$ cat src/rtl/cpu_ctrl_pkg.sv
// Purpose : shared opcode, control-bit and decode-table definitions for the CPU control pipeline.
// Latency : n/a (types and constants only).
// Backpressure: n/a.
// Contents: opcode_e, control bit indices, ctrl_word_t, per-opcode decode tables and source-usage masks.
package cpu_ctrl_pkg;

    localparam int CTRL_BITS  = 6;
    localparam int ALUOP_BITS = 2;
    localparam int REG_BITS   = 3;

    typedef enum logic [3:0] {
        OP_NOP  = 4'h0,
        OP_ADD  = 4'h1,
        OP_SUB  = 4'h2,
        OP_AND  = 4'h3,
        OP_ADDI = 4'h4,
        OP_LW   = 4'h5,
        OP_SW   = 4'h6,
        OP_BEQ  = 4'h7
    } opcode_e;

    // Control word bit positions.
    localparam int CB_REG_WRITE   = 0;
    localparam int CB_MEM_READ    = 1;
    localparam int CB_MEM_WRITE   = 2;
    localparam int CB_ALU_SRC_IMM = 3;
    localparam int CB_MEM_TO_REG  = 4;
    localparam int CB_BRANCH      = 5;

    typedef struct packed {
        logic [CTRL_BITS-1:0]  ctrl;
        logic [ALUOP_BITS-1:0] alu_op;
        logic [REG_BITS-1:0]   rd;
        logic                  valid;
    } ctrl_word_t;

    // Decode tables indexed by the low three opcode bits (legal opcodes 0..7).
    localparam logic [CTRL_BITS-1:0] CTRL_TBL [0:7] = '{
        6'b000000,  // NOP
        6'b000001,  // ADD
        6'b000001,  // SUB
        6'b000001,  // AND
        6'b001001,  // ADDI
        6'b011011,  // LW
        6'b001100,  // SW
        6'b100000   // BEQ
    };

    localparam logic [ALUOP_BITS-1:0] ALUOP_TBL [0:7] = '{
        2'b00, 2'b00, 2'b01, 2'b10, 2'b00, 2'b00, 2'b00, 2'b01
    };

    // Bit i set = opcode i reads that source register.
    localparam logic [7:0] USES_RS_MASK = 8'b1111_1110;
    localparam logic [7:0] USES_RT_MASK = 8'b1100_1110;

endpackage

$ cat src/rtl/instr_decoder.sv
// Purpose : decode an instruction word into a control word plus source-register usage.
// Latency : purely combinational.
// Backpressure: none; output follows ir.
// Ports   : ir in; cw (ctrl_word_t), rs, rt, uses_rs, uses_rt, illegal out.
module instr_decoder
    import cpu_ctrl_pkg::*;
#(
    parameter int INSTR_W = 16
) (
    input  logic [INSTR_W-1:0]  ir,
    output ctrl_word_t          cw,
    output logic [REG_BITS-1:0] rs,
    output logic [REG_BITS-1:0] rt,
    output logic                uses_rs,
    output logic                uses_rt,
    output logic                illegal
);

    opcode_e    op;
    logic [2:0] idx;
    logic       unused_imm;

    assign op         = opcode_e'(ir[15:12]);
    assign idx        = ir[14:12];
    assign rs         = ir[8:6];
    assign rt         = ir[5:3];
    assign unused_imm = ^ir[2:0];

    always_comb begin
        cw      = '0;
        uses_rs = 1'b0;
        uses_rt = 1'b0;
        illegal = 1'b0;
        case (op)
            OP_NOP, OP_ADD, OP_SUB, OP_AND, OP_ADDI, OP_LW, OP_SW, OP_BEQ: begin
                cw.ctrl   = CTRL_TBL[idx];
                cw.alu_op = ALUOP_TBL[idx];
                cw.rd     = ir[11:9];
                cw.valid  = 1'b1;
                uses_rs   = USES_RS_MASK[idx];
                uses_rt   = USES_RT_MASK[idx];
            end
            // Unknown opcodes decode to a bubble (all-zero cw).
            default: illegal = 1'b1;
        endcase
    end

endmodule

$ cat src/rtl/ctrl_pipeline.sv
// Purpose : decode, load-use hazard detection and STAGES-deep control shift register for the CPU.
// Latency : ir accepted at edge n sits in stage k after edge n+k; one instruction per cycle.
// Backpressure: in_ready drops for exactly one cycle on a load-use hazard unless flush is high.
// Ports   : clk/reset; ir, in_valid, flush in; in_ready, stall comb out; ctrl_bus, rd_bus,
//           stage_valid, alu_op, illegal_op, stall_count registered out. STAGES legal range 2..8.
module ctrl_pipeline
    import cpu_ctrl_pkg::*;
#(
    parameter int INSTR_W = 16,
    parameter int CTRL_W  = 6,
    parameter int ALUOP_W = 2,
    parameter int REG_W   = 3,
    parameter int STAGES  = 3,
    parameter int CNT_W   = 16
) (
    input  logic                       clk,
    input  logic                       reset,
    input  logic [INSTR_W-1:0]         ir,
    input  logic                       in_valid,
    output logic                       in_ready,
    input  logic                       flush,
    output logic [STAGES*CTRL_W-1:0]   ctrl_bus,
    output logic [STAGES*REG_W-1:0]    rd_bus,
    output logic [STAGES-1:0]          stage_valid,
    output logic [ALUOP_W-1:0]         alu_op,
    output logic                       stall,
    output logic                       illegal_op,
    output logic [CNT_W-1:0]           stall_count
);

    ctrl_word_t          dec_cw;
    logic [REG_BITS-1:0] dec_rs;
    logic [REG_BITS-1:0] dec_rt;
    logic                dec_uses_rs;
    logic                dec_uses_rt;
    logic                dec_illegal;

    instr_decoder #(.INSTR_W(INSTR_W)) u_dec (
        .ir      (ir),
        .cw      (dec_cw),
        .rs      (dec_rs),
        .rt      (dec_rt),
        .uses_rs (dec_uses_rs),
        .uses_rt (dec_uses_rt),
        .illegal (dec_illegal)
    );

    logic [CTRL_W-1:0]  ctrl_q [STAGES];
    logic [REG_W-1:0]   rd_q   [STAGES];
    logic [STAGES-1:0]  vld_q;
    logic [ALUOP_W-1:0] alu_q;
    logic               illegal_q;
    logic [CNT_W-1:0]   cnt_q;

    logic [CTRL_W-1:0]  ctrl0_d;
    logic [REG_W-1:0]   rd0_d;
    logic               vld0_d;
    logic [ALUOP_W-1:0] alu_d;
    logic               illegal_d;
    logic [CNT_W-1:0]   cnt_d;
    logic               take;
    logic               rs_hit;
    logic               rt_hit;

    // Load-use: the load in EX cannot forward to an instruction decoding now.
    always_comb begin
        rs_hit   = dec_uses_rs && (rd_q[0] == REG_W'(dec_rs));
        rt_hit   = dec_uses_rt && (rd_q[0] == REG_W'(dec_rt));
        stall    = in_valid && vld_q[0] && ctrl_q[0][CB_MEM_READ] &&
                   (rd_q[0] != '0) && (rs_hit || rt_hit);
        // A flushed instruction is consumed even while a stall would be raised.
        in_ready = !reset && (!stall || flush);
        take     = in_valid && !flush && !stall;
    end

    // Stage-0 next state; an illegal opcode already decodes to all-zero fields.
    always_comb begin
        ctrl0_d   = '0;
        rd0_d     = '0;
        vld0_d    = 1'b0;
        alu_d     = '0;
        illegal_d = 1'b0;
        cnt_d     = cnt_q;
        if (take) begin
            ctrl0_d   = CTRL_W'(dec_cw.ctrl);
            rd0_d     = REG_W'(dec_cw.rd);
            vld0_d    = dec_cw.valid;
            alu_d     = ALUOP_W'(dec_cw.alu_op);
            illegal_d = dec_illegal;
        end
        if (stall && !flush && (cnt_q != '1)) begin
            cnt_d = cnt_q + CNT_W'(1);
        end
    end

    always_ff @(posedge clk) begin
        if (reset) begin
            for (int k = 0; k < STAGES; k++) begin
                ctrl_q[k] <= '0;
                rd_q[k]   <= '0;
            end
            vld_q     <= '0;
            alu_q     <= '0;
            illegal_q <= 1'b0;
            cnt_q     <= '0;
        end else begin
            ctrl_q[0] <= ctrl0_d;
            rd_q[0]   <= rd0_d;
            vld_q[0]  <= vld0_d;
            // Older instructions always drain, even during a stall.
            for (int k = 1; k < STAGES; k++) begin
                ctrl_q[k] <= ctrl_q[k-1];
                rd_q[k]   <= rd_q[k-1];
                vld_q[k]  <= vld_q[k-1];
            end
            alu_q     <= alu_d;
            illegal_q <= illegal_d;
            cnt_q     <= cnt_d;
        end
    end

    for (genvar k = 0; k < STAGES; k++) begin : g_bus
        assign ctrl_bus[k*CTRL_W +: CTRL_W] = ctrl_q[k];
        assign rd_bus[k*REG_W +: REG_W]     = rd_q[k];
    end

    assign stage_valid = vld_q;
    assign alu_op      = alu_q;
    assign illegal_op  = illegal_q;
    assign stall_count = cnt_q;

endmodule

$ cat config.mk
export PLATFORM = sky130hd
export DESIGN_NAME = ctrl_pipeline
export DESIGN_NICKNAME = d
export VERILOG_FILES = /design/src/rtl/cpu_ctrl_pkg.sv /design/src/rtl/instr_decoder.sv /design/src/rtl/ctrl_pipeline.sv
export SDC_FILE = /design/constraint.sdc
export NUM_CORES = 1
export LEC_CHECK = 0
export BUFFER_PORTS_ARGS = -buffer_cell sky130_fd_sc_hd__buf_2
export CAP_MARGIN = 20
export CORE_MARGIN = 1.5
export CORE_UTILIZATION = 53
export DETAILED_ROUTE_END_ITERATION = 16
export PLACE_DENSITY = 0.84
export SYNTH_ARGS = -nofsm -noshare
export SYNTH_HDL_FRONTEND = slang
export SYNTH_HIERARCHICAL = 1
export SYNTH_SLANG_ARGS = --single-unit
export TNS_END_PERCENT = 10
$ cat constraint.sdc
create_clock -name clk -period 4.8 [get_ports clk]
set_input_delay 0.24 -clock clk [delete_from_list [all_inputs] [get_ports clk]]
set_output_delay 0.24 -clock clk [all_outputs]
set_load 0.02 [all_outputs]
======== After elaboration in Yosys (flattened, before gate mapping) ========
Memories as Yosys holds them, arrays and structs flattened.
Cells that the tools add are included.
operators by class
  add/subtract/negate cells ............... 1
  $lt $le $gt $ge ......................... 2
  equality and inequality tests ........... 10
  mux-type cells .......................... 21
  bitwise gates (word level) .............. 9
  reduce and logical (&&, ||, !) cells .... 21
operator list
  kind                     number
  $mux W6                  6
  $add A16 B1 Y16 const B  1
  $eq A4 B3 Y1 const B     4
  $ne A16 B16 Y1 const B   1
  $mux W12                 1
  $mux W3                  4
  $logic_and A1 B1 Y1      11
  $eq A4 B2 Y1 const B     2
  $mux W1                  8
  $reduce_or A8 Y1         1
  $eq A3 B3 Y1             2
  $or A1 B1 Y1             6
  $eq A4 B1 Y1 const B     1
  $ge A4 B4 Y1 const B     1
  $logic_not A4 Y1         1
  $lt A3 B4 Y1 const B     1
  $mux W2                  2
  $not A3 Y4               1
  $logic_not A1 Y1         3
  $reduce_bool A3 Y1       1
  $reduce_or A3 Y1         1
  $logic_or A1 B1 Y1       2
  $not A1 Y1               2
  $reduce_or A2 Y1         1
word-level totals
  bits in registers ....................... 22
  memory bits (writable) .................. 27
  ROM bits ................................ 80
  input port bits ......................... 20
  output and inout port bits .............. 51
  logic and storage cells ................. 75
  memories ................................ 6
memory list
  memory           words  bits a word  read ports  clocked after memory_dff  write ports  line                 source
  (no name shown)  8      6            1           0                         0            instr_decoder.sv:36  cw.ctrl = CTRL_TBL[idx];
  ctrl_q           3      6            3           0                         3            ctrl_pipeline.sv:48  logic [CTRL_W-1:0] ctrl_q [STAGES];
  (no name shown)  8      2            1           0                         0            instr_decoder.sv:37  cw.alu_op = ALUOP_TBL[idx];
  rd_q             3      3            3           0                         3            ctrl_pipeline.sv:49  logic [REG_W-1:0] rd_q [STAGES];
  (no name shown)  8      1            1           0                         0            instr_decoder.sv:41  uses_rt = USES_RT_MASK[idx];
  (no name shown)  8      1            1           0                         0            instr_decoder.sv:40  uses_rs = USES_RS_MASK[idx];

======== Longest topological paths before layout ========
Gate-level depths: netlist of the first run.
  depth in word-level cells ............... 10
  depth in mapped cells ................... 8
  depth with buffers taken out ............ 7

======== By module ========
Netlist of the first run, hierarchy kept.
by module, submodules not included
  module         times used  cells each  area each (um2)  sequential area each (um2)
  ctrl_pipeline  1           188         1,925.6          980.9
  instr_decoder  1           26          162.7            0.0

======== Worst setup path before layout of the first run ========
Ideal clock, no wire load.
  path type ............................... reg-to-reg
  from .................................... register cnt_q[0], in the netlist stall_count[0]
  to ...................................... register cnt_q[13], in the netlist stall_count[13]
  library setup time ...................... 0.116 ns
  arrival ................................. 1.997 ns
  data required time ...................... 4.684 ns
  setup slack ............................. 2.686 ns
  cell stages (with the launch flop) ...... 8
  buffers on the path ..................... 1
  period minus slack after synthesis ...... 2.114 ns
  cell sequence ........................... dfxtp_1 > ha_1 > and3_1 > clkbuf_1 > a311o_1 > a2111oi_4 > a21oi_1 > a31o_2
between the ends
  longest elaborated chain between the ends .. 2
  elaborated cells between the ends (all ways) .. 3
  classes of those cells .................. add/sub: 1; eq/ne: 1; reduce/logical: 1
RTL lines
  element                                                  line                  source
  start: declaration                                       ctrl_pipeline.sv:53   logic [CNT_W-1:0] cnt_q;
  start signal: assignment                                 ctrl_pipeline.sv:118  cnt_q <= cnt_d;
  branches (longest 2 deep; another with $add A16 B1 Y16)  --
Parallel ways; which one is timed is not known.
A chain may end at the register's enable or synchronous reset.

==> reports/metrics.csv, run 1 <==
metric,value,unit
total track usage,20.6,%
Gate Count Post-Synth,214,
Startpoint Class,flip-flop,
P_sw,174,µW
register area share after synthesis,47.0,%
Post-CTS Resized,0,
"EDFF count, synth",0,
clock skew,5.32,ps
share of the synthesized area in the top cell type,47.0,%
M3 GR Usage,5.11,%
Fin Hold WS,237,ps
FF-to-FF setup slack,2420,ps
initial antenna violation count,0,
final worst-path cycle share,49.6,%
Vias,1702,
met1 Use GR,25.4,%
Port-buffer cells,67,
Sw Share,24.6,%
RePlAce Congestion,0.845,
Vias/cell,5.29,
setup_tns,0,ps
I/O pin cnt,71,
minimum clock period,2380,ps
reg-to-reg critical path startpoint,rd_q[0][1]$_SDFF_PP0_,
Starting DRT DRC Count,143,
ant diodes,0,
worst reg2reg path depth,5,
most frequent cells after synthesis,"dfxtp_1, nor2b_1, nor2_1",
met2 usage,34.2,%
FILL cells,328,
H-tree depth,2,
"FF+latch count, synth",49,
number of global-route vias before repair,1481,
Worst path slowest cell,a2111oi_4,
# clock sinks,49,
share of cells above drive strength 1,34.7,%
Initial Util,56.2,%
# DRC,0,
Comb pwr share,5.8,%
Congestion Overflow GR,0,
drt first pass iters,4,
busiest grt layer,met2,
die height,65.8,µm
Hold Path Origin,ir[10],
top_reg_cell synth,dfxtp_1,
YS warnings,6,
Critical Path RT,5000,ps
hpwl dp,3000,µm
Leak,1.14,nW
crit-path cells,"xnor2_1, nand4_1, a2111oi_4, nand3_1, mux2_1",
worst path arrival time,2580,ps
worst skew pair latency,300,ps
Worst Setup End Kind,flip-flop,
WL/cell,13.1,µm
CTS tree,done,
Slew HR,42.6,%
PwrDens,284,nW/µm²
hold depth,3,
"Reg clk slew, reported paths",90,ps
status,"complete, no violations",
count of final setup violators,0,
Max clock buf depth,2,
number of library cell types mapped by synthesis,42,
drt total wl,4220,µm
sequential power share,58.0,%
P&R area growth vs syn,19.4,%
Crit Path Class,flip-flop to flip-flop,
Max Cap Viol,0,
R2R Path End,stall_count[8]$_SDFFE_PP0P_,
first-pass GRT wire length,6780,µm
largest net degree at the start of global routing,44,
Hold Path End,rd_q[0][1]$_SDFF_PP0_,
row count,22,
asr flop ratio synth,0,%
largest cells by area after synthesis,"dfxtp_1, nor2b_1, and2_1",
Post-Syn Nets,235,
RSZ-0062 raised after global routing,no,
"Largest delay share family, worst path",compound AO/OA/AOI/OAI gates,
WP buf/inv,0,
max-slew violation count,0,
Clock Root Buffer,clkbuf_8,
Chip Width,65.8,µm
antenna-violating nets left,0,
Clk network pwr share,36.2,%
worst vdd ir,0.164,mV
CORE AREA,3720,µm²
Synth Cell Area,2090,µm²
Syn Area/Cell,9.76,µm²
hold-fix buffers at CTS,0,
max incr delay on CP,860,ps
setup bufs post-CTS,0,
"count leader, synth",dfxtp_1,
Worst-Margin Slew,862,ps
CP max FO,14,
layout net count,294,
Internal,534,µW
cell taking the most area after synthesis,dfxtp_1,
count of final hold-check violations,0,
worst min-delay path class,primary input to flip-flop,
total CTS buffers,5,
Die Area,4330,µm²
max frequency,0.420,GHz
kinds of logic after synthesis:
kind of cell    after synthesis  share of synthesized area, %
simple gates                104                          29.9
flops                        49                          47.0
compound gates               28                          11.6
buf+inv                      19                          4.91
xor+xnor                      8                          3.36
mux                           5                          2.64
fa+ha+maj                     1                         0.599
tightest hold or removal path: cells and delay by family:
kind | cells | cell delay (ps)
simple gates | 2 | 200
buf+inv | 1 | 70
power groups by stage:
stage / sequential [mW] / combinational [mW] / clock [mW]
after detailed placement: 0.420 / 0.0412 / 0
after global placement: 0.420 / 0.0402 / 0
after floorplan: 0.423 / 0.0251 / 0
final: 0.410 / 0.0411 / 0.256
after global routing: 0.411 / 0.0450 / 0.282
after CTS: 0.410 / 0.0414 / 0.262
final cells by class:
type / count / area (µm²) / share of cell area [%]
Multi-Input combinational cell: 146 / 1000 / 40.3
Sequential cell: 49 / 981 / 39.3
Tap cell: 48 / 60.1 / 2.41
Timing Repair Buffer: 67 / 335 / 13.4
Clock inverter: 3 / 28.8 / 1.15
Inverter: 4 / 15.0 / 0.602
Clock buffer: 5 / 68.8 / 2.76
layer usage:
metal / wire length [µm] / part of all wire, %
met2: 2050 / 48
met4: 67 / 1.6
met5: 0 / 0
met3: 213 / 5.0
met1: 1900 / 45
how the worst max path moves through the flow:
| stage | startpoint | to | slack [ps] | cells past startpoint |
|---|---|---|---|---|
| 2_1_floorplan | stall_count[0]$_SDFFE_PP0P_ | stall_count[13]$_SDFFE_PP0P_ | 2690 | 7 |
| 3_3_place_gp | rd_q[0][1]$_SDFF_PP0_ | stall_count[8]$_SDFFE_PP0P_ | 2470 | 5 |
| 3_5_place_dp | ir[12] | stall_count[8]$_SDFFE_PP0P_ | 2440 | 7 |
| 5_1_grt | rd_q[0][1]$_SDFF_PP0_ | stall_count[8]$_SDFFE_PP0P_ | 2200 | 5 |
| 6_report | rd_q[0][1]$_SDFF_PP0_ | stall_count[8]$_SDFFE_PP0P_ | 2420 | 5 |
| 4_1_cts | rd_q[0][1]$_SDFF_PP0_ | stall_count[8]$_SDFFE_PP0P_ | 2430 | 5 |
state kept, by name, indices dropped and copies added, names as in the netlist:
signal / count
stall_count: 16
illegal_op: 1
ctrl_q: 18
rd_q: 9
stage_valid: 3
alu_op: 2
cells in the final DEF, fill, tap and decap left out, types with 5 or more instances in the layout:
cell type	synthesis	final
and2_1	15	15
dfxtp_1	49	49
buf_2	1	67
xnor2_1	8	8
nor2b_1	28	28
a31o_2	7	7
nand4_1	7	7
a21oi_1	9	9
nor2_1	17	17
clkbuf_8	0	5
nand2_1	10	10
nand3_1	5	5
through the flow:
| stage | power (mW) | setup slack (ps) | cells | cell area (µm²) | utilization (%) |
|---|---|---|---|---|---|
| after floorplan | 0.448 | 2690 | 214 | 2090 | - |
| after global placement | 0.460 | 2470 | 314 | 2400 | 64.5 |
| after detailed placement | 0.461 | 2440 | 314 | 2400 | 64.5 |
| after CTS | 0.713 | 2430 | 322 | 2490 | 67.1 |
| after global routing | 0.738 | 2200 | 322 | 2490 | 67.1 |
| final | 0.708 | 2420 | 322 | 2490 | 67.1 |
No activity file was read; power rests on OpenSTA's default activity.
==> inputs of run 2 (changes only) <==
CORE_UTILIZATION = 50   (was 53)
PLACE_DENSITY = 0.8   (was 0.84)
clock period = 2.2 ns   (was 4.8 ns; I/O delays follow)
==> reports/metrics.csv, run 2 (synthesis gave the netlist of run 1 again) <==
metric,value,unit,change
number of global-route vias before repair,1443,,-2.6%
Die Area,4570,µm²,+5.7%
final worst-path cycle share,93.4,%,+44 points
Total Power,1.55,mW,+120%
Vias/cell,5.07,,-4.0%
H-tree depth,2,,unchanged
clock skew,5.50,ps,+0.183 ps
worst vdd ir,0.275,mV,+67%
hpwl dp,3010,µm,+0.13%
utilization after layout,65.0,%,-2.1 points
CORE AREA,4000,µm²,+7.6%
count of final hold-check violations,0,,unchanged
Worst-Margin Slew,508,ps,-354 ps
CTS tree,done,,
largest net degree at the start of global routing,34,,-23%
Crit Path Class,flip-flop to flip-flop,,
die height,67.6,µm,+2.8%
"Reg clk slew, reported paths",100,ps,about the same
"commonest cells after routing, fill and taps aside","buf_2, dfxtp_1, nor2b_1, nor2_1, and2_1",,
Max Cap Viol,0,,unchanged
Reg with most FFs,ctrl_q,,
max reg flops,18,,unchanged
Initial Util,52.2,%,-4.0 points
share of cells above drive strength 1,37.8,%,+3.2 points
layout net count,308,,+4.8%
Vias,1715,,+0.76%
DP Cell Count,326,,+3.8%
drt total wl,4290,µm,+1.5%
Chip Width,67.6,µm,+2.8%
first-pass GRT wire length,6890,µm,+1.6%
Area after DPL,2470,µm²,+3.2%
total CTS buffers,5,,unchanged
Starting DRT DRC Count,155,,+8.4%
Leak,1.21,nW,+6.2%
Worst Setup End Kind,flip-flop,,
Port-buffer cells,67,,unchanged
"commonest non-fill, non-tap cell in the layout",buf_2,,
CP max FO,11,,-3
Congestion Overflow GR,0,,unchanged
RSZ-0062 raised after global routing,no,,
# DRC,0,,unchanged
Post-CTS Resized,0,,unchanged
total track usage,20.2,%,-0.38 points
worst path arrival time,2260,ps,-320 ps
Critical Path RT,2410,ps,-2590 ps
worst min-delay path class,primary input to flip-flop,,
Slew HR,65.8,%,+23 points
count of final setup violators,0,,unchanged
row count,23,,+4.5%
Max clock buf depth,2,,unchanged
PwrDens,597,nW/µm²,+110%
Startpoint Class,flip-flop,,
# clock sinks,49,,unchanged
worst skew pair latency,310,ps,about the same
max-slew violation count,0,,unchanged
initial antenna violation count,0,,unchanged
ant diodes,0,,unchanged
Finished Cell Area,2600,µm²,+4.3%
RePlAce Congestion,0.826,,-2.3%
Clock Root Buffer,clkbuf_8,,
WL/cell,12.7,µm,-3.3%
antenna-violating nets left,0,,unchanged
P&R area growth vs syn,24.6,%,
Final Non-Filler Cells,338,,+5.0%
max frequency,0.487,GHz,+16%
minimum clock period,2050,ps,-328 ps
drt first pass iters,4,,unchanged
I/O pin cnt,71,,unchanged
status,"complete, no violations",,
## run 2: through the flow
step	setup TNS (ps)	hold slack, ps	setup WS (ps)
2_1_floorplan	0	281	86.3
3_3_place_gp	0	423	14.3
3_5_place_dp	-40.1	422	-36.8
4_1_cts	0	98.6	123
5_1_grt	0	110	19.0
6_report	0	103	146
## run 2: final cells by class
cell class,instances,area [µm²]
Clock buffer,5,68.8
Tap cell,50,62.6
Inverter,4,15.0
Fill cell,340,1400
Timing Repair Buffer,81,440
Multi-Input combinational cell,146,1000
Clock inverter,3,28.8
Sequential cell,49,981
## run 2: path summary, 6_finish.rpt
kind	start	to	slack (ps)	depth (start not counted)
worst max register to register	stall_count[12]$_SDFFE_PP0P_	stall_count[4]$_SDFFE_PP0P_	150	7
worst min register to register	ctrl_q[0][2]$_SDFF_PP0_	ctrl_q[0][8]$_SDFF_PP0_	460	1
worst min-delay path	ir[11]	rd_q[0][2]$_SDFF_PP0_	100	3
worst max-delay path	stall_count[12]$_SDFFE_PP0P_	stall_count[4]$_SDFFE_PP0P_	150	7
## run 2: critical path, cell delays in order (launching register included)
cell and delay [ps]:
dfxtp_1 470, nand4_1 170, nor4_1 510, a2111oi_4 100, buf_4 210, buf_4 150
buf_4 130, a31o_2 210
## run 2: metal layers
layer,global-route usage [%],vias up,part of all wire (%)
met5,0,-,0
met4,6.89,0,1.2
met3,6.00,7,6.3
met2,31.0,56,47
met1,27.0,771,46
li1,-,881,-
## run 2: timing repair
item	CTS	global route
setup endpoints to repair	4	2
hold buffers	0	0
pin swaps	1	1
setup buffers	3	1
## run 2: power breakdown
part           switching (mW)  internal, mW
sequential            0.00312         0.892
combinational          0.0558        0.0381
clock                   0.327         0.238
total                   0.386          1.17
